[src/rtl/operand_regfile.sv]
// Eight-entry operand register file with R0 hardwired to zero and two registered read ports.
// Define OPERAND_REGFILE_BYPASS_EN to forward same-edge write data to the read ports.
module operand_regfile #(
    parameter int unsigned DATA_W   = 16,
    parameter int unsigned ADDR_W   = 3,
    parameter int unsigned NUM_REGS = 8
) (
    input  logic              clk,
    input  logic              rst,
    input  logic              rd_en,
    input  logic [ADDR_W-1:0] rs1_addr,
    input  logic [ADDR_W-1:0] rs2_addr,
    output logic [DATA_W-1:0] op_a,
    output logic [DATA_W-1:0] op_b,
    output logic              op_valid,
    input  logic              we,
    input  logic [ADDR_W-1:0] wr_addr,
    input  logic [DATA_W-1:0] wr_data,
    output logic [7:0]        wr_count
);

    logic [DATA_W-1:0] regs_q [NUM_REGS];
    logic [DATA_W-1:0] op_a_q, op_a_d;
    logic [DATA_W-1:0] op_b_q, op_b_d;
    logic              op_valid_q;
    logic [7:0]        wr_count_q;
    logic              wr_fire;

    assign wr_fire = we && (wr_addr != '0);

    always_comb begin
        op_a_d = (rs1_addr == '0) ? '0 : regs_q[rs1_addr];
        op_b_d = (rs2_addr == '0) ? '0 : regs_q[rs2_addr];
`ifdef OPERAND_REGFILE_BYPASS_EN
        // wr_fire already excludes R0, so R0 reads are never forwarded
        if (wr_fire && (wr_addr == rs1_addr)) op_a_d = wr_data;
        if (wr_fire && (wr_addr == rs2_addr)) op_b_d = wr_data;
`endif
    end

    always_ff @(posedge clk or posedge rst) begin
        if (rst) begin
            for (int i = 0; i < NUM_REGS; i++) regs_q[i] <= '0;
            op_a_q     <= '0;
            op_b_q     <= '0;
            op_valid_q <= 1'b0;
            wr_count_q <= '0;
        end else begin
            op_valid_q <= rd_en;
            if (rd_en) begin
                op_a_q <= op_a_d;
                op_b_q <= op_b_d;
            end
            if (wr_fire) begin
                regs_q[wr_addr] <= wr_data;
                wr_count_q      <= wr_count_q + 8'd1;
            end
        end
    end

    assign op_a     = op_a_q;
    assign op_b     = op_b_q;
    assign op_valid = op_valid_q;
    assign wr_count = wr_count_q;

endmodule

[config.mk]
export PLATFORM = sky130hd
export DESIGN_NAME = operand_regfile
export DESIGN_NICKNAME = d
export VERILOG_FILES = /design/src/rtl/operand_regfile.sv
export SDC_FILE = /design/constraint.sdc
export NUM_CORES = 1
export LEC_CHECK = 0
export CAP_MARGIN = 20
export CORE_MARGIN = 3
export CORE_UTILIZATION = 40
export CTS_CLUSTER_SIZE = 12
export DETAILED_ROUTE_END_ITERATION = 16
export GPL_ROUTABILITY_DRIVEN = 0
export GPL_TIMING_DRIVEN = 0
export HOLD_SLACK_MARGIN = 0.12
export SLEW_MARGIN = 20
export SYNTH_ARGS = -nofsm -noshare
export SYNTH_HDL_FRONTEND = slang
export SYNTH_SLANG_ARGS = --single-unit
[constraint.sdc]
create_clock -name clk -period 5.3 [get_ports clk]
set_input_delay 1.06 -clock clk [delete_from_list [all_inputs] [get_ports clk]]
set_output_delay 1.06 -clock clk [all_outputs]
set_load 0.005 [all_outputs]
# --- Word-level counts from Yosys, hierarchy flattened ---
# Cells that the tools add are included.
classes:
  bitwise: 3
  magnitude_cmp: 4
  mux: 11
  n_eq_ne: 0
  shift: 0
  multipliers: 0
  n_reduce_logical: 5
  addsub: 1
  div: 0
op_table:
  columns: ["op", "count"]
  rows:
  - ["bitwise mux 128 bit", 1]
  - ["2-to-1 mux 16 bit", 7]
  - ["binary-select mux 16 bit (select 3 bit)", 2]
  - ["demux 16 bit (select 3 bit)", 1]
  - ["greater-or-equal comparator 4 bit (second input constant)", 3]
  - ["inverter 3 -> 4 bit", 3]
  - ["adder 8 x 1 -> 8 bit (second input constant)", 1]
  - ["zero test 3 bit", 2]
  - ["less-than comparator 4 x 1 -> 1 bit (second input constant)", 1]
  - ["nonzero test 3 bit", 1]
  - ["logical AND 1 bit", 2]
word_totals:
  ff_bits: 169
  wordCells: 36
  n_memories: 0
  mem_bits_rw: 0
  in_bits: 29
  latchBits: 0
  mem_bits_ro: 0

# --- Depth between registers and ports, before layout ---
# Gate-level depths: netlist of run 1.
logic_depth:
  word_depth: 6
  ltp_mapped: 6
  ltp_nobuf: 4

# --- Worst setup path before layout of run 1 ---
# No wires, ideal clock.
synth_timing:
  kind: "input to register"
  startpoint: "input we"
  endpoint: "register regs_q[100] (netlist name)"
  setup_slack_ns: 3.105
  arrival_ns: 2.070
  required_time_ns: 5.175
  path_stages: 5
  n_path_buf: 2
  cell_sequence: "buf_4 > nand2_2 > nor3_4 > buf_6 > mux2_2"
synth_between:
  elab_chain_len: 1
synth_rtl:
  columns: ["element", "line_no", "rtl"]
  rows:
  - ["from (decl)", "16", "input logic we,"]
  - ["logical AND 1 bit", "29", "assign wr_fire = we && (wr_addr != '0);"]
  - ["to (signal, indexed assignment)", "55", "regs_q[wr_addr] <= wr_data;"]
  - ["to (decl)", "22", "logic [DATA_W-1:0] regs_q [NUM_REGS];"]
# No other way between the ends.
# A chain may end at the register's enable or synchronous reset.

# --- Worst setup path after layout of run 1 ---
layout_timing:
  startpoint: "input rs2_addr[1]"
  endpoint: "register op_b_q[4] (netlist: op_b[4])"
layout_between:
  elab_chain_len: 5
  elab_cells_between_ends: 6
  cone_classes: "4 x mux; 1 x bitwise; 1 x reduce/logical"
layout_rtl:
  columns: ["element", "line_no", "rtl"]
  rows:
  - ["from (decl)", "12", "input logic [ADDR_W-1:0] rs2_addr,"]
  - ["inverter 3 -> 4 bit (not written as such)", "33", "op_b_d = (rs2_addr == '0) ? '0 : regs_q[rs2_addr];"]
  - ["binary-select mux 16 bit (select 3 bit)", "33", null]
  - ["2-to-1 mux 16 bit (not written as such) (2 in series)", "33", null]
  - ["2-to-1 mux 16 bit *", "33", null]
  - ["to (signal assigned)", "52", "op_b_q <= op_b_d;"]
  - ["to (decl)", "24", "logic [DATA_W-1:0] op_b_q, op_b_d;"]
# Mark *: on every way between the ends. The rest lies on a longest branch, timed or not. The select of a mux whose other input is x is not followed.

==> run metrics, run 1 <==
worst hold path class flop to flop; Wirelength per Cell 23.7 microns; fin. max-slew vios 0; Pint 0.00279 W; Die Wd roughly 150 microns; Initial DRC Count 366; vias post-DR about 5300; CP required between 5 and 6 ns; clock net sink count 153; ys flop type dfrtp_1; Reg-to-Reg Start regs_q[36]; worst-path cell with the longest stage delay clkbuf_1; largest net degree at the start of global routing 87; kind of cell adding the most delay to the critical path buffers and inverters; die height ~150 microns; Post-synth EDFFs 0; cell with the most instances after synthesis dfrtp_1; post-route clock period utilization ~54%; Clock Latency Late Sink 0.43 ns; gr usage total about a fifth; clock power share between 30% and 40%; CP Cell Sequence clkdlybuf4s50_1, nand2b_1, clkbuf_1, clkbuf_1, a221oi_1, a211oi_1; Die ar. 21100 sq um; Pre-antenna DRT Iters 4; Met3 Wirelength 1180 microns; Finished Layout Cells 930; core footprint 18900 sq um; area share of the largest cell type after synthesis 49.3%; TritonCTS clock tree yes; register area share after synthesis 49.3%; Hold Path Origin wr_count[7]; Synth cell types 33; Synth Cell Area approximately 7800 sq um; global route overflow 0; register area 3830 sq um; CP startpoint rs2_addr[1]; cell repeated most along the worst path clkbuf_1; Post-Syn Nets around 600; status finished, final reports clean; switching power 0.00102 W; Detailed Place HPWL about 14000 microns; RSZ-0062 raised after global routing false; initial antenna violation count 0; Synth async-reset ratio 100%; arrival time worst endpoint approximately 3.2 ns; Startpoint Class input pin; P_leak 3.88 nW; uppermost layer routed met4; FILL cells 1672; syn avg cell area 13.5 sq um; FP Rows 50; post_cts resized 0; Initial Util 41.1%; Warnings, synthesis 0; Post-DRT Antenna Nets 0; clock buffer depth 2; Post-synth top cells dfrtp_1, mux2_2, mux2_1; Max VDD drop between 0.2 and 0.25 mV; crit path kind input pin to flop; number of remaining DRC errors 0; # setup viols final 0; worst slew pin tran 0.833 ns; endpoints failing hold 0; maximum level of the CTS H-tree 4; port bufs 63; vias in the first global route approximately 5600; worst stage delay on the critical path 0.63 ns; Max Freq between 0.3 and 0.4 GHz; CP max FO 10; Worst setup EP type flop; Synth Instances ~570; dominant cell type by area after synthesis dfrtp_1; synthesized flop and latch total 153; Sw Ratio 26.8%; first-pass GRT wire length 33600 microns; wire length on met2 10600 microns; Worst slew margin 44.5%; final net count approximately 700; setup TNS 0 ns; Hold-fix buffers, CTS 0; M1 WL 9560 microns; max-capacitance violation count 0; # IOs 70; dpl cells between 800 and 900; diodes inserted 0; layout cells sized above 1 37.2%; Total Wirelength about 22000 microns; Area Growth Syn to Fin 21.1%; Synth area leaders dfrtp_1, mux2_2, mux2_1, mux2_4, a221oi_1; Buf+Inv Stages, Crit Path 3; # Post-CTS Setup Buffers 0; Seq pwr share 43.0%; CTS clock-pin slew for the worst setup and hold paths approximately 0.060 ns; vias per cell between 5 and 6; Period minus WS final between 2 and 3 ns; P per Cell Area roughly 400 nW/um^2; CTS Buf Count 17; area of the multi-input gates around 3600 sq um; clk_skew about 0.012 ns; Gate power share 22.1%; root buf cell clkbuf_16
placed cells by master (no fill, tap or decap), types with 7 or more instances in the layout:
master / synthesis / final
dfrtp_1: 153 / 153
mux2_2: 151 / 151
clkdlybuf4s50_1: 0 / 63
mux2_1: 38 / 38
nor2_1: 33 / 33
o22ai_1: 32 / 32
a221oi_1: 32 / 32
a211oi_1: 31 / 31
mux2_4: 20 / 20
clkbuf_16: 0 / 17
buf_2: 14 / 14
clkbuf_1: 12 / 13
buf_6: 9 / 9
buf_4: 7 / 7
worst reg2reg max path, cell delays in order (launching register included):
cell and delay [ns]:
dfrtp_1 0.40, mux2_2 0.28, a221oi_1 0.38, a211oi_1 0.11
worst paths after layout:
| path | cells past startpoint | endpoint | slack [ns] |
|---|---|---|---|
| worst min-delay path | 1 | wr_count[7] | 0.47 |
| max in group asynchronous | 3 | regs_q[7] | 3.42 |
| worst min register to register | 1 | wr_count[7] | 0.47 |
| min in group asynchronous | 2 | regs_q[87] | 1.07 |
| worst max-delay path | 6 | op_b[4] | 2.43 |
| worst max register to register | 3 | op_b[4] | 3.96 |
power by group through the flow:
stage	Sequential [W]	Clock [W]	Combinational [W]
after global placement	0.00163	0	0.000816
final	0.00164	0.00133	0.000840
after CTS	0.00163	0.00135	0.000847
after global routing	0.00167	0.00140	0.000905
after floorplan	0.00160	0	0.000543
after detailed placement	0.00165	0	0.000840
per-stage QoR:
step | hold WS, ns | total power (W) | instance area [sq um] | setup WS (ns) | utilization [%]
after floorplan | 0.465 | 0.00214 | 7760 | 0.119 | -
after global placement | 0.464 | 0.00244 | 8720 | -1.88 | 46.2
after detailed placement | 0.476 | 0.00249 | 8750 | 2.08 | 46.3
after CTS | 0.485 | 0.00383 | 9400 | 2.51 | 49.8
after global routing | 0.499 | 0.00397 | 9400 | 2.46 | 49.8
final | 0.475 | 0.00381 | 9400 | 2.43 | 49.8
logic make-up after synthesis:
logic type,after synthesis,synth area share (%)
AO/OA/AOI/OAI,98,9.77
XOR/XNOR,7,0.790
adder cells (fa/ha/maj),1,0.161
buffers and inverters,49,4.29
flip-flops,153,49.3
multiplexers,209,31.3
AND/OR/NAND/NOR,57,4.40
routing by layer:
layer  vias up  global-route usage, %
li1       2353                      -
met2       182                   33.6
met5         -                      0
met1      2754                   27.5
met3        51                   4.40
met4         0                   8.21
state kept, by name, indices dropped and copies added (netlist names):
name      count
regs_q      112
op_a         16
op_b         16
wr_count      8
op_valid      1
final cells by class:
type | instances | area share, %
Clock buffer | 22 | 5.15
Multi-Input combinational cell | 372 | 38.3
Clock inverter | 10 | 1.76
Timing Repair Buffer | 64 | 7.00
Inverter | 1 | 0.120
Sequential cell | 153 | 40.7
Buffer | 48 | 3.50
Tap cell | 260 | 3.46
Note: power is estimated with default switching activity, not from simulation.
==> run 2, diff against run 1 <==
- clock period: 5.3 -> 2.5 ns (I/O delays scaled with it)
==> run metrics, run 2 (synthesized netlist as in run 1, its figures left out) <==
Detailed Place HPWL 14500 microns (+2.4%); Post-DRT Antenna Nets 0 (unchanged); maximum level of the CTS H-tree 4 (unchanged); Total Wirelength 21600 microns (-1.8%); post-route clock period utilization around 87%; endpoints failing hold 0 (unchanged); Worst slew margin 44.9% (+0.43 points); Initial Util 41.1% (unchanged); fin. max-slew vios 0 (unchanged); Reg-to-Reg Start regs_q[55]; global route overflow 0 (unchanged); Wirelength per Cell 23.2 microns (-2.2%); commonest non-fill, non-tap cells in the layout dfrtp_1, mux2_2, clkdlybuf4s50_1; vias post-DR 5327 (-0.24%); P per Cell Area 841 nW/um^2 (+110%); clock buffer depth 2 (unchanged); # IOs 70 (unchanged); final setup margin 0.324 ns (-2.11 ns); final net count 691 (+0.58%); worst slew pin tran 0.826 ns (-0.00647 ns); Clock Latency Late Sink 0.42 ns (about the same); die height 145 microns (unchanged); CTS clock-pin slew for the worst setup and hold paths 0.06 ns (about the same); vias per cell 5.71 (-0.56%); Die Wd 145 microns (unchanged); TritonCTS clock tree yes; clock net sink count 153 (unchanged); Period minus WS final 2.18 ns; first-pass GRT wire length 33800 microns (+0.57%); Pre-antenna DRT Iters 5 (+1); P_leak 3.90 nW (+0.52%); crit path kind input pin to flop; largest net degree at the start of global routing 32 (-63%); Max VDD drop 0.478 mV (+110%); CTS Buf Count 17 (unchanged); root buf cell clkbuf_16; kind of cell adding the most delay to the critical path buffers and inverters; Hold-fix buffers, CTS 0 (unchanged); Area Growth Syn to Fin 21.6%; CP Cell Sequence clkdlybuf4s50_1, nand2b_1, clkbuf_1, clkbuf_1, a221oi_1, a211oi_1; worst stage delay on the critical path 0.65 ns (+0.02 ns); core footprint 18900 sq um (unchanged); Max Freq 0.460 GHz; max reg flops 112 (unchanged); CP required 2.82 ns (-2.80 ns); FP Rows 50 (unchanged); reg2reg setup slack 1.26 ns (-2.70 ns); Crit path depth 6 (unchanged); gr usage total 20.8% (+0.025 points); worst hold path class input pin to flop; post_cts resized 0 (unchanged); # setup viols final 0 (unchanged); layout cells sized above 1 37.0% (-0.17 points); CP max FO 10 (unchanged); max-capacitance violation count 0 (unchanged); initial antenna violation count 0 (unchanged); worst-path cell with the longest stage delay clkbuf_1; Buf+Inv Stages, Crit Path 3 (unchanged); Die ar. 21100 sq um (unchanged); arrival time worst endpoint 2.50 ns (-0.69 ns); status finished, final reports clean; WHS 0.456 ns (-0.0183 ns); Initial DRC Count 301 (-18%); clk_skew 0.00499 ns (-0.00658 ns); Worst setup EP type flop; setup TNS 0 ns (unchanged); worst r2r dst op_a[7]; worst slack at placement -0.0179 ns (-2.10 ns); commonest non-fill, non-tap cell in the layout dfrtp_1; diodes inserted 0 (unchanged); RSZ-0062 raised after global routing false; Critical Path Sink op_a[8]; cell repeated most along the worst path clkbuf_1; worst r2r path cells 3 (unchanged); Startpoint Class input pin; Reg with most FFs regs_q; port bufs 63 (unchanged); CP startpoint rs1_addr[1]; # Post-CTS Setup Buffers 0 (unchanged); number of remaining DRC errors 0 (unchanged); vias in the first global route 5827 (+3.5%)
==> run 2: area by class of cell <==
| class | instances | area (sq um) |
|---|---|---|
| Inverter | 1 | 7.51 |
| Clock buffer | 22 | 454 |
| Fill cell | 1679 | 9450 |
| Clock inverter | 9 | 148 |
| Buffer | 48 | 329 |
| Timing Repair Buffer | 68 | 746 |
| Sequential cell | 153 | 3830 |
| Tap cell | 260 | 325 |
| Multi-Input combinational cell | 372 | 3600 |
==> run 2: worst reg2reg max path, cell delays in order, from the launching register on <==
cell      delay [ns]
dfrtp_1         0.40
mux2_2          0.27
a221oi_1        0.33
a211oi_1        0.08
==> run 2: power by group <==
part / internal (W) / switching, W
clock network: 0.00168 / 0.00100
logic: 0.00111 / 0.000682
registers: 0.00303 / 0.000425
total: 0.00583 / 0.00211
==> run 2: worst min-delay path by stage <==
stage,startpoint,to,cells past startpoint
global route,we,wr_count[0],3
finish,we,wr_count[0],3
floorplan,wr_count[7],wr_count[7],1
CTS,we,wr_count[0],3
detailed placement,wr_count[7],wr_count[7],1
global placement,wr_count[7],wr_count[7],1
==> run 2: per-stage QoR <==
stage | instances | cell area, sq um | utilization, % | power, W
floorplan | 574 | 7770 | - | 0.00454
global placement | 897 | 8720 | 46.2 | 0.00518
finish | 933 | 9440 | 50.0 | 0.00794
detailed placement | 902 | 8840 | 46.8 | 0.00528
CTS | 933 | 9440 | 50.0 | 0.00798
global route | 933 | 9440 | 50.0 | 0.00830
==> run 2: routing by layer <==
metal  wire length, microns  vias up  track usage, %
met5                      0        -               0
li1                       -     2362               -
met1                   9370     2793            26.6
met4                    347        0            6.22
met2                  10900      146            35.8
met3                    988       26            4.37
